### src/rtl/index_period_monitor.sv
// Multi-channel INDEX period monitor: averages 2^AVG_LOG2 periods per channel, reports jitter and class.
// Optional macro INDEX_GLITCH_FILTER_EN qualifies synchronised highs for GLITCH_CYCLES cycles.
module index_period_monitor #(
  parameter int unsigned NUM_CH          = 4,
  parameter int unsigned CNT_W           = 27,
  parameter int unsigned AVG_LOG2        = 2,
  parameter int unsigned SYNC_STAGES     = 3,
  parameter int unsigned DEFAULT_TIMEOUT = 150000000,
  parameter int unsigned CLASS_THRESHOLD = 30000000,
  parameter int unsigned GLITCH_CYCLES   = 16
) (
  input  logic                      clk,
  input  logic                      reset_n,
  input  logic                      start,
  input  logic                      abort,
  input  logic                      continuous,
  input  logic [NUM_CH-1:0]         ch_enable,
  input  logic [CNT_W-1:0]          timeout,
  input  logic [NUM_CH-1:0]         index_in,
  output logic                      busy,
  output logic                      done,
  output logic [NUM_CH-1:0]         ch_valid,
  output logic [NUM_CH-1:0]         ch_timeout,
  output logic [NUM_CH-1:0]         ch_update,
  output logic [NUM_CH*CNT_W-1:0]   ch_period,
  output logic [NUM_CH*CNT_W-1:0]   ch_jitter,
  output logic [NUM_CH*2-1:0]       ch_class
);

  localparam int unsigned ACC_W     = CNT_W + AVG_LOG2;
  localparam int unsigned NPER_W    = AVG_LOG2 + 1;
  localparam int unsigned BLOCK_LEN = 1 << AVG_LOG2;
  // A default larger than the counter can hold saturates to all-ones.
  localparam logic [CNT_W-1:0] DEF_TMO =
    (64'(DEFAULT_TIMEOUT) >= (64'(1) << CNT_W)) ? {CNT_W{1'b1}} : CNT_W'(DEFAULT_TIMEOUT);

  typedef enum logic [2:0] {ST_IDLE, ST_ARM, ST_MEAS, ST_RESULT, ST_FIN} state_e;

  logic [SYNC_STAGES-1:0] sync_q [NUM_CH];
  logic [NUM_CH-1:0]      strobe_c;

  always_ff @(posedge clk or negedge reset_n) begin
    if (!reset_n) begin
      for (int i = 0; i < NUM_CH; i++) sync_q[i] <= '0;
    end else begin
      for (int i = 0; i < NUM_CH; i++) sync_q[i] <= {sync_q[i][SYNC_STAGES-2:0], index_in[i]};
    end
  end

`ifdef INDEX_GLITCH_FILTER_EN
  localparam int unsigned HC_W = $clog2(GLITCH_CYCLES + 1);
  logic [HC_W-1:0] hi_cnt_q [NUM_CH];

  // Count consecutive synchronised high cycles; the edge fires on the qualifying cycle.
  always_ff @(posedge clk or negedge reset_n) begin
    if (!reset_n) begin
      for (int i = 0; i < NUM_CH; i++) hi_cnt_q[i] <= '0;
    end else begin
      for (int i = 0; i < NUM_CH; i++) begin
        if (!sync_q[i][SYNC_STAGES-1])                 hi_cnt_q[i] <= '0;
        else if (hi_cnt_q[i] != HC_W'(GLITCH_CYCLES))  hi_cnt_q[i] <= hi_cnt_q[i] + HC_W'(1);
      end
    end
  end

  always_comb begin
    for (int i = 0; i < NUM_CH; i++)
      strobe_c[i] = sync_q[i][SYNC_STAGES-1] && (hi_cnt_q[i] == HC_W'(GLITCH_CYCLES - 1));
  end
`else
  logic [NUM_CH-1:0] last_q;
  logic              unused_glitch;
  assign unused_glitch = (GLITCH_CYCLES == 0);

  always_ff @(posedge clk or negedge reset_n) begin
    if (!reset_n) last_q <= '0;
    else for (int i = 0; i < NUM_CH; i++) last_q[i] <= sync_q[i][SYNC_STAGES-1];
  end

  always_comb begin
    for (int i = 0; i < NUM_CH; i++) strobe_c[i] = sync_q[i][SYNC_STAGES-1] & ~last_q[i];
  end
`endif

  state_e             state_q [NUM_CH], state_d [NUM_CH];
  logic [CNT_W-1:0]   cnt_q [NUM_CH], cnt_d [NUM_CH];
  logic [ACC_W-1:0]   acc_q [NUM_CH], acc_d [NUM_CH];
  logic [CNT_W-1:0]   min_q [NUM_CH], min_d [NUM_CH];
  logic [CNT_W-1:0]   max_q [NUM_CH], max_d [NUM_CH];
  logic [NPER_W-1:0]  nper_q [NUM_CH], nper_d [NUM_CH];
  logic [CNT_W-1:0]   per_q [NUM_CH], per_d [NUM_CH];
  logic [CNT_W-1:0]   jit_q [NUM_CH], jit_d [NUM_CH];
  logic [1:0]         cls_q [NUM_CH], cls_d [NUM_CH];
  logic [NUM_CH-1:0]  valid_q, valid_d, tflag_q, tflag_d, upd_q, upd_d, comp_q, comp_d, en_q, en_d;
  logic               busy_q, busy_d, done_q, done_d, cont_q, cont_d;
  logic [CNT_W-1:0]   tlim_q, tlim_d;
  logic               start_c, abort_c, all_fin, timed_out;
  logic [CNT_W-1:0]   cnt_inc, avg;

  assign start_c = start & ~abort & ~busy_q;
  assign abort_c = abort & busy_q;

  always_ff @(posedge clk or negedge reset_n) begin
    if (!reset_n) begin
      for (int i = 0; i < NUM_CH; i++) begin
        state_q[i] <= ST_IDLE;
        cnt_q[i]   <= '0;
        acc_q[i]   <= '0;
        min_q[i]   <= '0;
        max_q[i]   <= '0;
        nper_q[i]  <= '0;
        per_q[i]   <= '0;
        jit_q[i]   <= '0;
        cls_q[i]   <= '0;
      end
      valid_q <= '0; tflag_q <= '0; upd_q <= '0; comp_q <= '0; en_q <= '0;
      busy_q  <= 1'b0; done_q <= 1'b0; cont_q <= 1'b0; tlim_q <= '0;
    end else begin
      state_q <= state_d; cnt_q <= cnt_d; acc_q <= acc_d; min_q <= min_d; max_q <= max_d;
      nper_q  <= nper_d;  per_q <= per_d; jit_q <= jit_d; cls_q <= cls_d;
      valid_q <= valid_d; tflag_q <= tflag_d; upd_q <= upd_d; comp_q <= comp_d; en_q <= en_d;
      busy_q  <= busy_d;  done_q <= done_d; cont_q <= cont_d; tlim_q <= tlim_d;
    end
  end

  always_comb begin
    busy_d = busy_q; done_d = 1'b0; cont_d = cont_q; en_d = en_q; tlim_d = tlim_q;
    valid_d = valid_q; tflag_d = tflag_q; upd_d = '0; comp_d = comp_q;
    all_fin = 1'b1; timed_out = 1'b0; cnt_inc = '0; avg = '0;
    for (int i = 0; i < NUM_CH; i++) begin
      state_d[i] = state_q[i]; cnt_d[i] = cnt_q[i]; acc_d[i] = acc_q[i];
      min_d[i] = min_q[i]; max_d[i] = max_q[i]; nper_d[i] = nper_q[i];
      per_d[i] = per_q[i]; jit_d[i] = jit_q[i]; cls_d[i] = cls_q[i];
      timed_out = 1'b0;
      cnt_inc = (cnt_q[i] == {CNT_W{1'b1}}) ? cnt_q[i] : cnt_q[i] + CNT_W'(1);
      avg = acc_q[i][AVG_LOG2 +: CNT_W];
      if (abort_c) begin
        state_d[i] = ST_IDLE;
        valid_d[i] = valid_q[i] & comp_q[i];
      end else begin
        case (state_q[i])
          ST_IDLE, ST_FIN: begin
            if (start_c && ch_enable[i]) begin
              state_d[i] = ST_ARM;
              cnt_d[i]   = CNT_W'(1);
              comp_d[i]  = 1'b0;
            end else if (!busy_q) begin
              state_d[i] = ST_IDLE;
            end
          end
          ST_ARM: begin
            if (strobe_c[i]) begin
              state_d[i] = ST_MEAS;
              cnt_d[i]   = CNT_W'(1);
              nper_d[i]  = '0;
              acc_d[i]   = '0;
            end else if (cnt_q[i] >= tlim_q) begin
              timed_out = 1'b1;
            end else begin
              cnt_d[i] = cnt_inc;
            end
          end
          ST_MEAS: begin
            // The counter value at a strobe is exactly the distance to the previous strobe.
            if (strobe_c[i]) begin
              cnt_d[i]  = CNT_W'(1);
              acc_d[i]  = acc_q[i] + ACC_W'(cnt_q[i]);
              if (nper_q[i] == '0 || cnt_q[i] < min_q[i]) min_d[i] = cnt_q[i];
              if (nper_q[i] == '0 || cnt_q[i] > max_q[i]) max_d[i] = cnt_q[i];
              nper_d[i] = nper_q[i] + NPER_W'(1);
              if (nper_q[i] == NPER_W'(BLOCK_LEN - 1)) state_d[i] = ST_RESULT;
            end else if (cnt_q[i] >= tlim_q) begin
              timed_out = 1'b1;
            end else begin
              cnt_d[i] = cnt_inc;
            end
          end
          ST_RESULT: begin
            per_d[i]   = avg;
            jit_d[i]   = max_q[i] - min_q[i];
            cls_d[i]   = (32'(avg) < 32'(CLASS_THRESHOLD)) ? 2'd2 : 2'd1;
            valid_d[i] = 1'b1;
            tflag_d[i] = 1'b0;
            upd_d[i]   = 1'b1;
            comp_d[i]  = 1'b1;
            cnt_d[i]   = cnt_inc;
            nper_d[i]  = '0;
            acc_d[i]   = '0;
            state_d[i] = cont_q ? ST_MEAS : ST_FIN;
          end
          default: state_d[i] = ST_IDLE;
        endcase
        if (timed_out) begin
          per_d[i]   = '0;
          jit_d[i]   = '0;
          cls_d[i]   = 2'd0;
          tflag_d[i] = 1'b1;
          valid_d[i] = 1'b0;
          upd_d[i]   = 1'b1;
          cnt_d[i]   = CNT_W'(1);
          state_d[i] = cont_q ? ST_ARM : ST_FIN;
        end
      end
      if (en_q[i] && state_d[i] != ST_FIN) all_fin = 1'b0;
    end

    if (abort_c) begin
      busy_d = 1'b0;
      done_d = 1'b1;
    end else if (start_c) begin
      if (ch_enable != '0) begin
        busy_d = 1'b1;
        cont_d = continuous;
        en_d   = ch_enable;
        tlim_d = (timeout == '0) ? DEF_TMO : timeout;
      end else begin
        done_d = 1'b1;
      end
    end else if (busy_q && !cont_q && all_fin) begin
      busy_d = 1'b0;
      done_d = 1'b1;
    end
  end

  assign busy       = busy_q;
  assign done       = done_q;
  assign ch_valid   = valid_q;
  assign ch_timeout = tflag_q;
  assign ch_update  = upd_q;

  for (genvar g = 0; g < NUM_CH; g++) begin : g_pack
    assign ch_period[g*CNT_W +: CNT_W] = per_q[g];
    assign ch_jitter[g*CNT_W +: CNT_W] = jit_q[g];
    assign ch_class[g*2 +: 2]          = cls_q[g];
  end

endmodule

### config.mk
export PLATFORM = sky130hd
export DESIGN_NAME = index_period_monitor
export DESIGN_NICKNAME = d
export VERILOG_FILES = /design/src/rtl/index_period_monitor.sv
export SDC_FILE = /design/constraint.sdc
export NUM_CORES = 2
export LEC_CHECK = 0
export CAP_MARGIN = 10
export CORE_ASPECT_RATIO = 0.9
export CORE_MARGIN = 4
export CORE_UTILIZATION = 61
export CTS_BUF_LIST = sky130_fd_sc_hd__clkbuf_8 sky130_fd_sc_hd__clkbuf_16
export DETAILED_ROUTE_END_ITERATION = 8
export PLACE_DENSITY = 0.89
export REMOVE_ABC_BUFFERS = 1
export SETUP_SLACK_MARGIN = 0.1
export SLEW_MARGIN = 20
export SYNTH_ARGS = -nofsm -noshare
export SYNTH_HDL_FRONTEND = slang
export SYNTH_SLANG_ARGS = --single-unit
### constraint.sdc
create_clock -name clk -period 4.1 [get_ports clk]
set_clock_uncertainty 0.1 [all_clocks]
set_input_delay 1.025 -clock clk [delete_from_list [all_inputs] [get_ports clk]]
set_output_delay 1.025 -clock clk [all_outputs]
set_load 0.02 [all_outputs]
==> flow_metrics.py <==
metrics = {
    "layout": {
        "stdcell_area_um2": 57200,
        "final_core_util_pct": 71.5,
        "nets": 6348,
        "nFillCells": 5670,
        "area_delta_synth_final_pct": 15.4,
        "drive_gt1_share_pct": 9.11,
    },
    "clocking": {
        "cts_sinks": 754,
        "cts_tree": "done",
        "clk_latency_ns": 0.64,
        "cts_resized": 0,
        "cts_hold_buf": 0,
        "cts_htree_levels": 3,
        "clk_pin_slew_ns": 0.06,
        "cts_made_buffers": 82,
        "root_buffer": "clkbuf_16",
        "clk_path_buf_depth": 3,
    },
    "floorplanning": {
        "start_util_pct": 62.0,
        "die_h_um": 278,
        "core_area_um2": 79900,
        "rows": 98,
        "die-area_um2": 85800,
        "dieWidth_um": 308,
        "ios": 278,
    },
    "synthesis": {
        "synth-async-reset-ratio_pct": 100,
        "synth.area.mux_share_pct": 3.85,
        "yosys_warnings": 0,
        "yosys.area_share.xor_xnor_pct": 4.16,
        "ys_types": 106,
        "synth_fa_ha_area_share_pct": 14.2,
        "synth_edf_count": 0,
        "synth_top_area_share_pct": 38.1,
        "synth-compound-area-share_pct": 19.0,
        "synth_top_cell_by_area": "dfrtp_1",
        "synth-simple-area-share_pct": 16.3,
        "postSynthCellCount": 5433,
        "avgSynthCellArea_um2": 9.12,
        "synth_top_family_by_area": "compound AO/OA/AOI/OAI gates",
        "yosys-top-cells-area": "dfrtp_1 (38%), ha_1 (14%), nand2_1 (4.8%)",
        "yosysSeqAreaShare_pct": 38.1,
        "netlist_area_um2": 49500,
        "synth_ff_type": "dfrtp_1",
        "synth_seq_cells": 754,
    },
    "detailed_routing": {
        "route.detailed.drc": 0,
        "drt_iter0_markers": 5082,
        "drt_pass1_iterations": 6,
        "wl_met2_mm": 66.1,
        "top_layer": "met5",
        "viasPerCell": 6.51,
        "routed_wl_mm": 147,
        "wl_per_cell_um": 21.4,
        "route.layer.met1.wl_mm": 58.7,
        "via_count": 44760,
        "wl_met3_mm": 15.8,
        "ant_nets": 0,
    },
    "status": {
        "status": "finished, final reports clean",
    },
    "pwr": {
        "peakVddDrop_mv": 0.342,
        "power.leakage_nw": 27.9,
        "pwr_density_cell_nw_per_um2": 517,
    },
    "placed_design": {
        "port_buffers": 277,
        "pre_cts_ws_ns": 0.167,
        "hpwlAfterDp_mm": 105,
        "placed_area_um2": 54200,
        "gp_congestion": 0.965,
    },
    "timing": {
        "rsz0062_at_grt": "false",
        "final_max_slew_viol_count": 0,
        "worst_slew_pin_slew_ns": 0.811,
        "min_period_over_period_pct": 92.0,
        "final-hold-violation-count": 0,
        "timing.fmax_ghz": 0.265,
        "min_period_ns": 3.77,
        "slew_headroom_pct": 45.9,
        "timing.final.ws_setup_ns": 0.330,
        "finalSetupViolCount": 0,
    },
    "global_routing": {
        "grt_max_degree": 95,
        "grt_pass1_vias": 43887,
        "grt-ovfl-total": 0,
        "grt_pass1_wl_mm": 234,
        "track_usage_pct": 33.6,
        "antenna_found_initial": 8,
    },
    "worst_setup_path": {
        "cp_slowest_cell": "dfrtp_1",
        "critPathBufInv": 0,
        "cp.arrival_ns": 4.20,
        "crit_family": "compound AO/OA/AOI/OAI gates",
        "crit_top_cell": "a21oi_1",
        "worstPathMaxFanout": 7,
        "required_ns": 4.53,
        "critPathKind": "register to register",
        "end_kind": "register",
        "slowest_delay_ns": 0.47,
        "cp_cell_sequence": "ha_1 > fa_1 > a211oi_1 > nor4_1 > o41a_1 > o21ai_2 > a21oi_1 > o211ai_1 > a21oi_1 > or3_1 > a32o_1",
        "worstSetupStartpointType": "register",
    },
    "hold_path": {
        "hold_path_class": "input pin to asynchronous set/reset pin",
    },
    "run": {
        "maxCapViolations": 0,
    },
}
==> cells in the mapped netlist, types with 26 or more instances <==
| master | n |
|---|---|
| nand2b_1 | 50 |
| mux2i_1 | 31 |
| nand2_1 | 636 |
| a31oi_1 | 29 |
| inv_1 | 349 |
| a22o_1 | 34 |
| o211ai_1 | 76 |
| a21oi_1 | 382 |
| and3_1 | 93 |
| o22ai_1 | 80 |
| nand3_1 | 184 |
| o21a_1 | 44 |
| o21ai_0 | 382 |
| nor2_1 | 284 |
| a211oi_1 | 35 |
| xnor2_1 | 119 |
| dfrtp_1 | 754 |
| xor2_1 | 116 |
| or3_1 | 42 |
| ha_1 | 548 |
| and2_1 | 27 |
| nor2b_1 | 50 |
| nand4_1 | 114 |
| a21o_1 | 198 |
| clkbuf_1 | 164 |
| buf_2 | 26 |
| nor3_1 | 77 |
| mux2_2 | 141 |
==> layer usage <==
layer / up-vias / global-route usage, %
met2: 2448 / 53.0
met1: 21506 / 44.5
met4: 10 / 13.6
li1: 20236 / -
met3: 560 / 8.52
met5: - / 0
==> power breakdown <==
| group | internal (mW) | leakage [nW] | switching [mW] |
|---|---|---|---|
| registers | 8.62 | 9.86 | 1.15 |
| logic | 4.80 | 16.6 | 6.91 |
| clock network | 4.85 | 1.47 | 3.25 |
| total | 18.3 | 27.9 | 11.3 |
==> path summary, 6_finish.rpt <==
kind	startpoint	endpoint	slack [ns]	cells past startpoint
setup reg to reg	cnt_q[27]	acc_q[49]	0.33	11
hold reg to reg	sync_q[3]	sync_q[4]	0.25	0
min in group clk	sync_q[3]	sync_q[4]	0.25	0
setup / recovery	cnt_q[27]	acc_q[49]	0.33	11
max in group asynchronous	reset_n	max_q[99]	2.58	2
hold / removal	reset_n	ch_timeout[3]	0.22	1
==> layout by cell type (no fill, tap or decap), types with 19 or more instances in the layout <==
cell type	Yosys	routed
dfrtp_1	754	754
nand2_1	636	635
ha_1	548	548
o21ai_0	382	382
a21oi_1	382	380
inv_1	349	356
nor2_1	284	278
clkdlybuf4s50_1	0	276
a21o_1	198	198
nand3_1	184	182
buf_4	4	159
mux2_2	141	141
xnor2_1	119	119
xor2_1	116	116
nand4_1	114	114
and3_1	93	92
clkbuf_16	0	86
o22ai_1	80	80
o211ai_1	76	76
nor3_1	77	74
nor2b_1	50	50
nand2b_1	50	49
o21a_1	44	44
or3_1	42	42
a211oi_1	35	35
a22o_1	34	34
mux2i_1	31	31
a31oi_1	29	29
and2_1	27	27
o31ai_1	25	25
nor4_1	25	25
o21bai_1	23	23
and4_1	22	22
clkbuf_8	0	19
==> flip-flops by register name (all words and copies together), names as in the netlist, 27 cells and up <==
register	flops
tlim_q	27
ch_jitter	108
ch_period	108
max_q	108
cnt_q	108
min_q	108
acc_q	116
==> area by class of cell <==
| class | instances | area [µm²] | area share [%] |
|---|---|---|---|
| flip-flops and latches | 754 | 18900 | 33.0 |
| clock inverters | 44 | 528 | 0.924 |
| inverters | 349 | 1310 | 2.29 |
| multi-input cells | 4119 | 28500 | 49.9 |
| well taps | 1050 | 1310 | 2.30 |
| diodes | 4 | 10.0 | 0.0175 |
| repair buffers | 446 | 4170 | 7.30 |
| clock buffers | 105 | 2410 | 4.22 |
==> through the flow <==
stage | total power, mW | instances | hold slack [ns] | TNS (ns)
5_1_grt | 31.1 | 6867 | 0.258 | 0
2_1_floorplan | 17.0 | 5222 | 0.231 | -70.86
6_report | 29.6 | 6871 | 0.221 | 0
3_5_place_dp | 21.2 | 6716 | 0.239 | 0
4_1_cts | 29.4 | 6865 | 0.252 | 0
3_3_place_gp | 20.8 | 6716 | 0.235 | 0
==> kinds of logic after synthesis <==
kind of cell | count (synthesis)
flops | 754
compound gates | 1478
buf+inv | 560
fa+ha+maj | 556
mux | 173
simple gates | 1677
xor+xnor | 235
==> timing repair <==
item / CTS / global route
hold endpoints to repair: 0 / 0
endpoints found under the setup margin: 0 / 13
buffers inserted: 0 / 2
Note: power is estimated with default switching activity, not from simulation.
==> RTL edit, RTL diff (same settings) <==
Set the parameter `NUM_CH` to 2 (it was 4).
--- a/src/rtl/index_period_monitor.sv
+++ b/src/rtl/index_period_monitor.sv
@@ -1,7 +1,7 @@
 // Multi-channel INDEX period monitor: averages 2^AVG_LOG2 periods per channel, reports jitter and class.
 // Optional macro INDEX_GLITCH_FILTER_EN qualifies synchronised highs for GLITCH_CYCLES cycles.
 module index_period_monitor #(
-  parameter int unsigned NUM_CH          = 4,
+  parameter int unsigned NUM_CH          = 2,
   parameter int unsigned CNT_W           = 27,
   parameter int unsigned AVG_LOG2        = 2,
   parameter int unsigned SYNC_STAGES     = 3,
Interface: changed (8 resized); port bits go from 278 to 156. The function was not compared with the original's and may differ.
==> RTL edit against the original RTL <==
Setup slack gained 0.24 ns; fmax grew 6.8%; final area shrank 51%; power shrank 51%; count of clock-buffer cells in the layout shrank 53; sequential cell count shrank 362; combinational power shrank 51%; largest cell class unchanged; highest routed layer unchanged; largest power group unchanged; via count shrank 55%; routed wire length shrank 55%; synthesized area shrank 51%; critical path type unchanged; worst hold slack gained 0.031 ns.
==> RTL edit: results (changes against the original RTL) <==
[run_status]
status = complete, no violations  ; unchanged

[worst_setup_path]
startpoint = cnt_q[1]  ; was cnt_q[27]
reg2reg_to = acc_q[16]  ; was acc_q[49]
setup.reg_to_reg.worst_slack_ns = 0.57  ; was 0.33 ns
cp_max_fo = 11  ; was 7
timing.rr.start = cnt_q[1]  ; was cnt_q[27]

[hold_path]
hold_class = flop to flop  ; was input port to async pin

[finish]
layout.nets = 2915  ; was 6348
antenna-diode-count = 0  ; was 4
largest_register_ff_count = 58  ; was 116

[placed_design]
detail_placement_hpwl_mm = 48.8  ; was 105 mm
gp_congestion = 0.960  ; was 0.965
port_buffers = 155  ; was 277
placedCellCount = 3081  ; was 6716
placement.cell_area_um2 = 26500  ; was 54200 µm²
dp_slack_ns = 0.349  ; was 0.167 ns

[global_routing]
grt_first_pass_wirelength_mm = 108  ; was 234 mm
antenna_found_initial = 2  ; was 8
grt_use_total = 0.310  ; was 0.336
grt_max_degree = 99  ; was 95
first_global_vias = 20400  ; was 43900

[yosys]
post_synth_main_area_contributors = sky130_fd_sc_hd__dfrtp_1, sky130_fd_sc_hd__ha_1, sky130_fd_sc_hd__mux2_2  ; was sky130_fd_sc_hd__dfrtp_1, sky130_fd_sc_hd__ha_1, sky130_fd_sc_hd__nand2_1
yosys-top-cells-count = sky130_fd_sc_hd__dfrtp_1, sky130_fd_sc_hd__ha_1, sky130_fd_sc_hd__nand2_1, sky130_fd_sc_hd__inv_1, sky130_fd_sc_hd__o21ai_0  ; was sky130_fd_sc_hd__dfrtp_1, sky130_fd_sc_hd__nand2_1, sky130_fd_sc_hd__ha_1, sky130_fd_sc_hd__a21oi_1, sky130_fd_sc_hd__o21ai_0
synth-seq-area-share = 0.406  ; was 0.381
syn-mean-instance-area_um2 = 9.95  ; was 9.12 µm²

[clocking]
clock_latency_of_the_later_clocked_register_in_the_worst_skew_pair_ns = 0.58  ; was 0.64 ns
ctsHtreeMaxLevel = 2  ; was 3
cts_made_buffers = 43  ; was 82

[sta]
timing.final.ws_setup_ns = 0.569  ; was 0.330 ns
timing_worst_slew_pin_value_ns = 0.823  ; was 0.811 ns

[routing]
vias_per_cell = 6.33  ; was 6.51
post_drt_wl_per_cell_um = 21.1  ; was 21.4 µm
detail_route.wirelength_mm = 66.6  ; was 147 mm
detailedRoute.firstIterationViolations = 2355  ; was 5082

[power_and_ir_drop]
power_leakage_nw = 13.7  ; was 27.9 nW

==> RTL edit: cell types whose count changed in the layout (fill, tap and decap cells not counted), sizes merged, moves of 74 or more <==
cell | unedited run | this run
o21ai | 392 | 166
a21o | 198 | 100
nand2 | 636 | 190
nand4 | 115 | 41
buf | 170 | 46
clkdlybuf4s50 | 276 | 154
o22ai | 80 | 3
a21oi | 383 | 138
dfrtp | 754 | 392
nand3 | 184 | 53
ha | 548 | 274
inv | 357 | 201
nor2 | 288 | 132
==> RTL edit: how the worst min path moves through the flow <==
stage               slack [ns]        end      start  cells past startpoint
finish                    0.25  sync_q[2]  sync_q[1]                      0
global route              0.26  sync_q[2]  sync_q[1]                      0
CTS                       0.25  sync_q[2]  sync_q[1]                      0
detailed placement        0.24  sync_q[2]  sync_q[1]                      0
global placement          0.23  sync_q[1]  sync_q[0]                      0
floorplan                 0.23  sync_q[1]  sync_q[0]                      0
==> RTL edit: cell families after synthesis <==
family	Yosys count	share of synthesized area
compound gates	668	0.188
xor+xnor	137	0.0497
fa+ha+maj	278	0.145
buf+inv	260	0.0427
flops	392	0.406
mux	114	0.0521
simple gates	578	0.116
==> RTL edit: worst max-delay path: cells and delay by family (launching register included) <==
family / cells / cell delay [ns]
AO/OA/AOI/OAI: 8 / 2.06
flip-flops: 1 / 0.53
adder cells (fa/ha/maj): 1 / 0.52
XOR/XNOR: 1 / 0.18
==> RTL edit: power groups by stage <==
stage	Combinational, W	Clock (W)	Sequential [W]
floorplan	0.00341	0	0.00517
global placement	0.00537	0	0.00495
detailed placement	0.00557	0	0.00498
CTS	0.00565	0.00401	0.00491
global route	0.00628	0.00418	0.00499
finish	0.00573	0.00397	0.00493
==> RTL edit: per-layer routing <==
| layer | GRT usage | part of all wire |
|---|---|---|
| met1 | 0.435 | 0.43 |
| met3 | 0.0644 | 0.090 |
| met2 | 0.485 | 0.45 |
| met4 | 0.110 | 0.033 |
| met5 | 0 | 0.00021 |
==> RTL edit: cell type report <==
| class | count | area, µm² |
|---|---|---|
| Clock buffer | 52 | 1210 |
| Clock inverter | 25 | 233 |
| Fill cell | 2645 | 10800 |
| Inverter | 189 | 709 |
| Multi-Input combinational cell | 1775 | 13300 |
| Sequential cell | 392 | 9810 |
| Tap cell | 525 | 657 |
| Timing Repair Buffer | 200 | 2010 |
==> RTL edit: metrics by stage <==
step                       util  hold slack (ns)
final                     0.722            0.253
after global routing      0.722            0.256
after CTS                 0.722            0.254
after detailed placement  0.685            0.241
after global placement    0.685            0.232
after floorplan               -            0.231
